`src/rtl/stripes_mac_ctrl.sv`:
```
// Stripes MAC sequencer: walks weight bits MSB->LSB per 16-lane tile, drives
// the bit-serial MAC, then drains its 2-stage pipe and holds the result.
// Ports: clk, reset (sync, active-low), start_valid/start_ready + cfg_num_tiles,
//   cfg_w_prec job handshake; stall freezes issue; buf_rd_en/buf_rd_tile buffer
//   read; mac_en/mac_load_accum/mac_column_idx/mac_is_msb MAC controls; busy,
//   cfg_err pulse, result_valid/result_ready result handshake.
// Option: STRIPES_CTRL_PERF_EN adds perf_busy_cyc/perf_stall_cyc counters.
module stripes_mac_ctrl #(
    parameter int TILE_W = 8,
    parameter int PREC_W = 4
) (
    input  logic              clk,
    input  logic              reset,
    input  logic              start_valid,
    output logic              start_ready,
    input  logic [TILE_W-1:0] cfg_num_tiles,
    input  logic [PREC_W-1:0] cfg_w_prec,
    input  logic              stall,
    output logic              buf_rd_en,
    output logic [TILE_W-1:0] buf_rd_tile,
    output logic              mac_en,
    output logic              mac_load_accum,
    output logic [2:0]        mac_column_idx,
    output logic              mac_is_msb,
    output logic              busy,
    output logic              cfg_err,
`ifdef STRIPES_CTRL_PERF_EN
    output logic [31:0]       perf_busy_cyc,
    output logic [31:0]       perf_stall_cyc,
`endif
    output logic              result_valid,
    input  logic              result_ready
);

    typedef enum logic [1:0] {
        S_IDLE,
        S_ISSUE,
        S_DRAIN,
        S_DONE
    } state_t;

    state_t            state_q, state_d;
    logic [TILE_W-1:0] tile_q, tile_d;
    logic [TILE_W-1:0] last_tile_q, last_tile_d;
    logic [2:0]        bit_q, bit_d;
    logic [2:0]        top_bit_q, top_bit_d;
    logic              seen_q, seen_d;
    logic              loaded_q, loaded_d;
    logic              cfg_err_q, cfg_err_d;

    logic              prec_bad;
    logic [2:0]        prec_top;
    logic              issue;

    // Precision 0 or above 8 falls back to full 8-bit weights.
    assign prec_bad = (cfg_w_prec == '0) || (32'(cfg_w_prec) > 32'd8);
    assign prec_top = prec_bad ? 3'd7 : 3'(cfg_w_prec - PREC_W'(1));

    // A stalled cycle issues nothing: the buffer cannot serve it this cycle.
    assign issue = (state_q == S_ISSUE) && !stall;

    assign start_ready  = (state_q == S_IDLE);
    assign busy         = (state_q != S_IDLE);
    assign buf_rd_en    = issue;
    assign mac_en       = issue || (state_q == S_DRAIN);
    assign result_valid = (state_q == S_DONE);
    assign cfg_err      = cfg_err_q;

    // The first product reaches the accumulator one MAC-enabled cycle after
    // it is issued; that cycle seeds the accumulator from accum_prev.
    assign mac_load_accum = mac_en && seen_q && !loaded_q;

    assign mac_column_idx = (state_q == S_ISSUE) ? bit_q : 3'd0;
    assign mac_is_msb     = (state_q == S_ISSUE) && (bit_q == top_bit_q);
    assign buf_rd_tile    = (state_q == S_ISSUE) ? tile_q : '0;

    always_comb begin
        state_d     = state_q;
        tile_d      = tile_q;
        last_tile_d = last_tile_q;
        bit_d       = bit_q;
        top_bit_d   = top_bit_q;
        seen_d      = seen_q;
        loaded_d    = loaded_q || mac_load_accum;
        cfg_err_d   = 1'b0;
        unique case (state_q)
            S_IDLE: begin
                if (start_valid) begin
                    cfg_err_d = prec_bad || (cfg_num_tiles == '0);
                    if (cfg_num_tiles != '0) begin
                        state_d     = S_ISSUE;
                        tile_d      = '0;
                        last_tile_d = cfg_num_tiles - TILE_W'(1);
                        bit_d       = prec_top;
                        top_bit_d   = prec_top;
                        seen_d      = 1'b0;
                        loaded_d    = 1'b0;
                    end
                end
            end
            S_ISSUE: begin
                if (issue) begin
                    seen_d = 1'b1;
                    if (bit_q == 3'd0) begin
                        if (tile_q == last_tile_q) begin
                            state_d = S_DRAIN;
                        end else begin
                            tile_d = tile_q + TILE_W'(1);
                            bit_d  = top_bit_q;
                        end
                    end else begin
                        bit_d = bit_q - 3'd1;
                    end
                end
            end
            S_DRAIN: begin
                state_d = S_DONE;
            end
            S_DONE: begin
                if (result_ready) begin
                    state_d = S_IDLE;
                end
            end
            default: begin
                state_d = S_IDLE;
            end
        endcase
    end

    always_ff @(posedge clk) begin
        if (!reset) begin
            state_q     <= S_IDLE;
            tile_q      <= '0;
            last_tile_q <= '0;
            bit_q       <= 3'd0;
            top_bit_q   <= 3'd0;
            seen_q      <= 1'b0;
            loaded_q    <= 1'b0;
            cfg_err_q   <= 1'b0;
        end else begin
            state_q     <= state_d;
            tile_q      <= tile_d;
            last_tile_q <= last_tile_d;
            bit_q       <= bit_d;
            top_bit_q   <= top_bit_d;
            seen_q      <= seen_d;
            loaded_q    <= loaded_d;
            cfg_err_q   <= cfg_err_d;
        end
    end

`ifdef STRIPES_CTRL_PERF_EN
    logic [31:0] perf_busy_q, perf_busy_d;
    logic [31:0] perf_stall_q, perf_stall_d;

    always_comb begin
        perf_busy_d  = perf_busy_q;
        perf_stall_d = perf_stall_q;
        if (busy && (perf_busy_q != '1)) begin
            perf_busy_d = perf_busy_q + 32'd1;
        end
        if ((state_q == S_ISSUE) && stall && (perf_stall_q != '1)) begin
            perf_stall_d = perf_stall_q + 32'd1;
        end
    end

    always_ff @(posedge clk) begin
        if (!reset) begin
            perf_busy_q  <= '0;
            perf_stall_q <= '0;
        end else begin
            perf_busy_q  <= perf_busy_d;
            perf_stall_q <= perf_stall_d;
        end
    end

    assign perf_busy_cyc  = perf_busy_q;
    assign perf_stall_cyc = perf_stall_q;
`endif

endmodule
```
`config.mk`:
```
export PLATFORM = sky130hd
export DESIGN_NAME = stripes_mac_ctrl
export DESIGN_NICKNAME = d
export VERILOG_FILES = /design/src/rtl/stripes_mac_ctrl.sv
export SDC_FILE = /design/constraint.sdc
export NUM_CORES = 1
export LEC_CHECK = 0
export BUFFER_PORTS_ARGS = -buffer_cell sky130_fd_sc_hd__buf_2
export CAP_MARGIN = 30
export CORE_MARGIN = 2
export CORE_UTILIZATION = 36
export CTS_CLUSTER_DIAMETER = 120
export DETAILED_ROUTE_END_ITERATION = 7
export HOLD_SLACK_MARGIN = 0.12
export SETUP_SLACK_MARGIN = 0.1
export SLEW_MARGIN = 20
export SYNTH_ARGS = -nofsm -noshare
export SYNTH_HDL_FRONTEND = slang
export SYNTH_SLANG_ARGS = --single-unit
```
`constraint.sdc`:
```
create_clock -name clk -period 1.7 [get_ports clk]
set_input_delay 0.17 -clock clk [delete_from_list [all_inputs] [get_ports clk]]
set_output_delay 0.17 -clock clk [all_outputs]
set_load 0.02 [all_outputs]
```
# Yosys cells after proc, flatten, opt, wreduce, memory -nomap -nowiden

Cells that the tools add are included.

Flip-flop bits (word level): 27
Bits of input ports: 17
Output and inout port bits: 19
Word-level logic and storage cells: 78

Add/sub/neg operators: 4
Magnitude comparators: 1
Equal/unequal tests: 13
Mux-type cells: 29
Reduce and logical (&&, ||, !) cells: 23

Operator list:

| cell                | number |
|---|---|
| $mux 8              | 6 |
| $mux 3              | 7 |
| $pmux 8 s2          | 1 |
| $mux 2              | 6 |
| $reduce_and 6->1    | 2 |
| $add 8x1->8 const B | 1 |
| $eq 8x8->1          | 1 |
| $logic_not 8->1     | 1 |
| $ne 2x1->1 const B  | 4 |
| $pmux 2 s4          | 1 |
| $reduce_bool 8->1   | 1 |
| $sub 8x1->8 const B | 1 |
| $mux 1              | 6 |
| $ne 2x2->1 const B  | 3 |
| $pmux 3 s2          | 1 |
| $reduce_and 3->1    | 2 |
| $sub 3x1->3 const B | 2 |
| $reduce_and 5->1    | 1 |
| $eq 2x2->1 const B  | 2 |
| $gt 4x4->1 const B  | 1 |
| $logic_and 1x1->1   | 4 |
| $logic_not 4->1     | 1 |
| $logic_or 1x1->1    | 4 |
| $reduce_and 4->1    | 1 |
| other kinds (8)     | 10 |

# Depth between registers and ports, before layout

Depth after elaboration: 9
Depth in mapped cells: 8

# Worst setup path after synthesis

No wires, ideal clock.

Path kind: flip-flop to flip-flop
Start: reg state_q[0]
End: reg tile_q[4]
Library setup time: 75 ps
Arrival: 1807 ps
Required time: 1625 ps
Path slack: -181 ps
Stages on the path, launching flop included: 7
Path buffers: 0
Cell sequence: dfxtp_1 -> inv_1 -> ha_1 -> inv_1 -> o211ai_2 -> or4_1 -> a31oi_1

Elaborated cells between the ends (all ways): 11

RTL lines:

| element                                                   | RTL line | source |
|---|---|---|
| start: declaration                                        | 42       | `state_t state_q, state_d;` |
| start signal: assignment                                  | 141      | `state_q <= state_d;` |
| $logic_not 2->1 *                                         | -        |  |
| named net start_ready                                     | 15       | `output logic start_ready,` |
| $ne 2x1->1 (no source line), or another cell as far along | -        |  |
| $reduce_and 6->1 (no source line)                         | -        |  |
| end signal: assignment                                    | 142      | `tile_q <= tile_d;` |
| end: declaration                                          | 43       | `logic [TILE_W-1:0] tile_q, tile_d;` |

Mark *: on every way through the listed nets, which the timed path passes. The rest lies on a longest branch.
A chain may end at the register's enable or synchronous reset.

# Final worst setup path

Start: reg state_q[1]
End: out mac_load_accum

Cells in the longest elaborated chain, start to end: 5
Elaborated cells between the ends (all ways): 6

Ends and longest elaborated chain:

| element                          | RTL line | source |
|---|---|---|
| $eq 2x1->1                       | 60       | `assign issue = (state_q == S_ISSUE) && !stall;` |
| $logic_and 1x1->1                | 60       |  |
| $logic_or 1x1->1 *               | 65       | `assign mac_en = issue \|\| (state_q == S_DRAIN);` |
| $logic_and 1x1->1 * (2 in a row) | 71       | `assign mac_load_accum = mac_en && seen_q && !loaded_q;` |
| end: declaration                 | 22       | `output logic mac_load_accum,` |

Every way passes the cells marked *; elsewhere a longest branch is shown, timed or not.

==> metrics.yaml <==
outcome:
  status: "finished clean"
yosys:
  syn_area_um2: 1840
  async_flop_share_pct: 0
  ys_seq_area_share_pct: 29.4
  ys_seq_elements: 27
  synth_ff_type: "dfxtp_1"
  synth_fp_nets: 250
  yosysUniqueCellTypes: 46
  synth_area_leaders: "dfxtp_1, ha_1, xnor2_1"
  avgSynthCellArea_um2: 8.29
  synth_edf_count: 0
  syn-instance-count: 222
  ys.warnings.count: 0
  synth_top_area_share_pct: 29.4
  synth.largest_area_cell: "dfxtp_1"
die:
  dieWidth_um: 75.5
  core_area_um2: 5010
  ios: 36
  die_y_um: 75.5
  die_area_um2: 5700
  initial_core_util_pct: 36.7
  num_rows: 26
worst_setup_path:
  worstPathCellList: "inv_4 > ha_4 > and2b_4 > or2_4 > nand2_2 > nor2_2 > buf_6"
  critical_path.slowest_cell: "dfxtp_2"
  startpoint: "state_q[1]"
  timing_worst_setup_path_type: "reg -> out"
  cp_slowest_stage_delay_ns: 0.37
  arrival_ns: 1.52
  cp_max_fo: 4
  crit_required_ns: 1.53
  end_kind: "output pin"
  cp-start-kind: "register"
  r2r-start: "state_q[1]"
global_routing:
  antenna_found_initial: 0
  grt_use_total_pct: 18.4
  grt_pass1_wl_mm: 8.12
  grt_max_degree: 23
  grt_overflow: 0
  grt_pass1_vias: 1688
placed_design:
  port_buffers: 35
  placed_cell_area_um2: 2310
  dpl.hpwl_mm: 3.45
  post-place-ws_ns: -0.0601
  place.gp.congestion: 0.860
sta:
  rsz0062_at_grt: "true"
  finClkSkew_ns: 0.00149
  setup_tns_ns: 0
  slew_viol_final: 0
  fin_ws_ns: 0.0124
  tightest_slew_ns: 0.449
  setup_viol: 0
  hold_violations: 0
  finalCritPeriodShare_pct: 99.3
  max_freq_mhz: 593
  fin_crit_ns: 1.69
  slew_headroom_pct: 69.8
clocking:
  clk_pin_slew_ns: 0.09
  cts_root_buf: "clkbuf_8"
  cts_tree: "done"
  clkLatencyLatePin_ns: 0.27
  clockBufferDepth: 2
  cts_buffers: 3
  htreeDepth: 1
  clkSinkCount: 27
min_path:
  min_from: "cfg_num_tiles[0]"
  worstHoldPathType: "in -> reg"
routing:
  vias_per_cell: 5.07
  antenna_left: 0
  wl_per_cell_um: 14.0
  firstDrtPassIters: 4
  via_count: 1923
  drt_iter0_markers: 175
  finalWirelength_mm: 5.31
  drc: 0
pwr:
  power.total_mw: 4.01
  p_leak_nw: 1.23
  vdd_ir_drop_max_v: 0.000824
  power_density_nw_per_um2: 1370
flow_run:
  maxCapViolations: 0
final_layout:
  post-route-util_pct: 58.3
  antenna_cells: 0
  syn2layout_area_growth_pct: 58.7
  drive_gt1_share_pct: 49.8
  finish.net_count: 338
  stdcell_area_um2: 2920
[flip-flops by register name (all words and copies together), names as in the netlist]
| register | count |
|---|---|
| last_tile_q | 8 |
| tile_q | 8 |
| bit_q | 3 |
| top_bit_q | 3 |
| state_q | 2 |
| cfg_err | 1 |
| loaded_q | 1 |
| seen_q | 1 |
[where the power goes]
part / internal [mW] / switching [mW] / total, mW
combinational: 1.43 / 1.28 / 2.72
clock: 0.168 / 0.209 / 0.377
sequential: 0.777 / 0.141 / 0.919
[logic make-up (layout without fill, tap and decap cells)]
group,count (synthesis),after routing,synth area share (%)
AO/OA/AOI/OAI,45,45,18.7
buffers and inverters,22,109,5.23
flip-flops,27,27,29.4
AND/OR/NAND/NOR,94,94,27.9
multiplexers,5,5,2.79
XOR/XNOR,18,18,8.57
adder cells (fa/ha/maj),11,11,7.48
[through the flow]
stage	hold slack [ns]	instances
2_1_floorplan	0.266	222
3_3_place_gp	0.406	339
3_5_place_dp	0.408	339
4_1_cts	0.174	356
5_1_grt	0.178	379
6_report	0.174	379
[per-layer routing]
metal	part of all wire (%)	up-vias	track usage [%]
li1	-	972	-
met1	47	900	26.8
met2	49	47	28.5
met3	3.9	4	2.65
met4	0.79	0	4.87
met5	0	-	0
[cells in the final DEF (no fill, tap or decap), types with 2 or more instances in the layout]
master,instances
mux2i_1,4
buf_12,2
or4_1,7
ha_4,3
dfxtp_2,10
nor2_2,2
xnor2_2,5
nor2b_1,2
inv_4,3
inv_2,3
nor2_1,14
nor3_1,3
a31oi_1,3
o21ai_0,7
inv_1,6
buf_6,20
o211ai_1,5
nand3_1,11
xnor2_1,9
dfxtp_4,2
xor2_1,4
ha_1,8
a31oi_4,3
a21oi_1,3
nand2_2,3
and2_4,11
o211a_1,2
nand2_1,18
and3_1,2
clkbuf_8,3
a211oi_1,9
a311oi_1,3
nand4_1,5
dfxtp_1,15
buf_4,45
nor4_1,2
buf_2,24
nand2b_1,6
[final timing paths]
path / endpoint / slack [ns] / depth (start not counted)
worst min register to register: loaded_q / 0.50 / 2
worst max-delay path: mac_load_accum / 0.01 / 7
worst max register to register: bit_q[2] / 0.01 / 8
worst min-delay path: last_tile_q[0] / 0.17 / 3
[critical path: cells and delay by family (launching register included)]
| family | cells | cell delay (ns) |
|---|---|---|
| AND/OR/NAND/NOR | 4 | 0.53 |
| flip-flops | 1 | 0.37 |
| adder cells (fa/ha/maj) | 1 | 0.17 |
| buffers and inverters | 2 | 0.17 |
[cell usage after synthesis (all sizes together) (2+ instances only)]
cell type  number
nand3          11
ha             11
xor2            4
and2           11
a31oi           6
o211a           2
inv            12
a311oi          3
nand2          21
clkbuf          6
mux2i           4
o211ai          6
or4             7
nand4           6
nor2           17
nor2b           3
nor4            3
nand2b          6
a211oi         10
nor3            3
and3            3
xnor2          14
dfxtp          27
a21oi           3
o21ai           9
buf             4
[final cells by class]
cell class / instances / area (um^2)
inverters: 12 / 52.6
clock buffers: 4 / 45.0
flip-flops and latches: 27 / 561
repair buffers: 93 / 758
multi-input cells: 173 / 1420
well taps: 70 / 87.6
fillers: 464 / 2090
[repair_timing]
item,CTS,global route
gates cloned,1,1
endpoints found under the setup margin,28,39
resized for setup,19,61
endpoints found under the hold margin,1,0
setup buffers,11,22
hold buffers,1,0
pin swaps,13,27
Note: power is estimated with default switching activity, not from simulation.
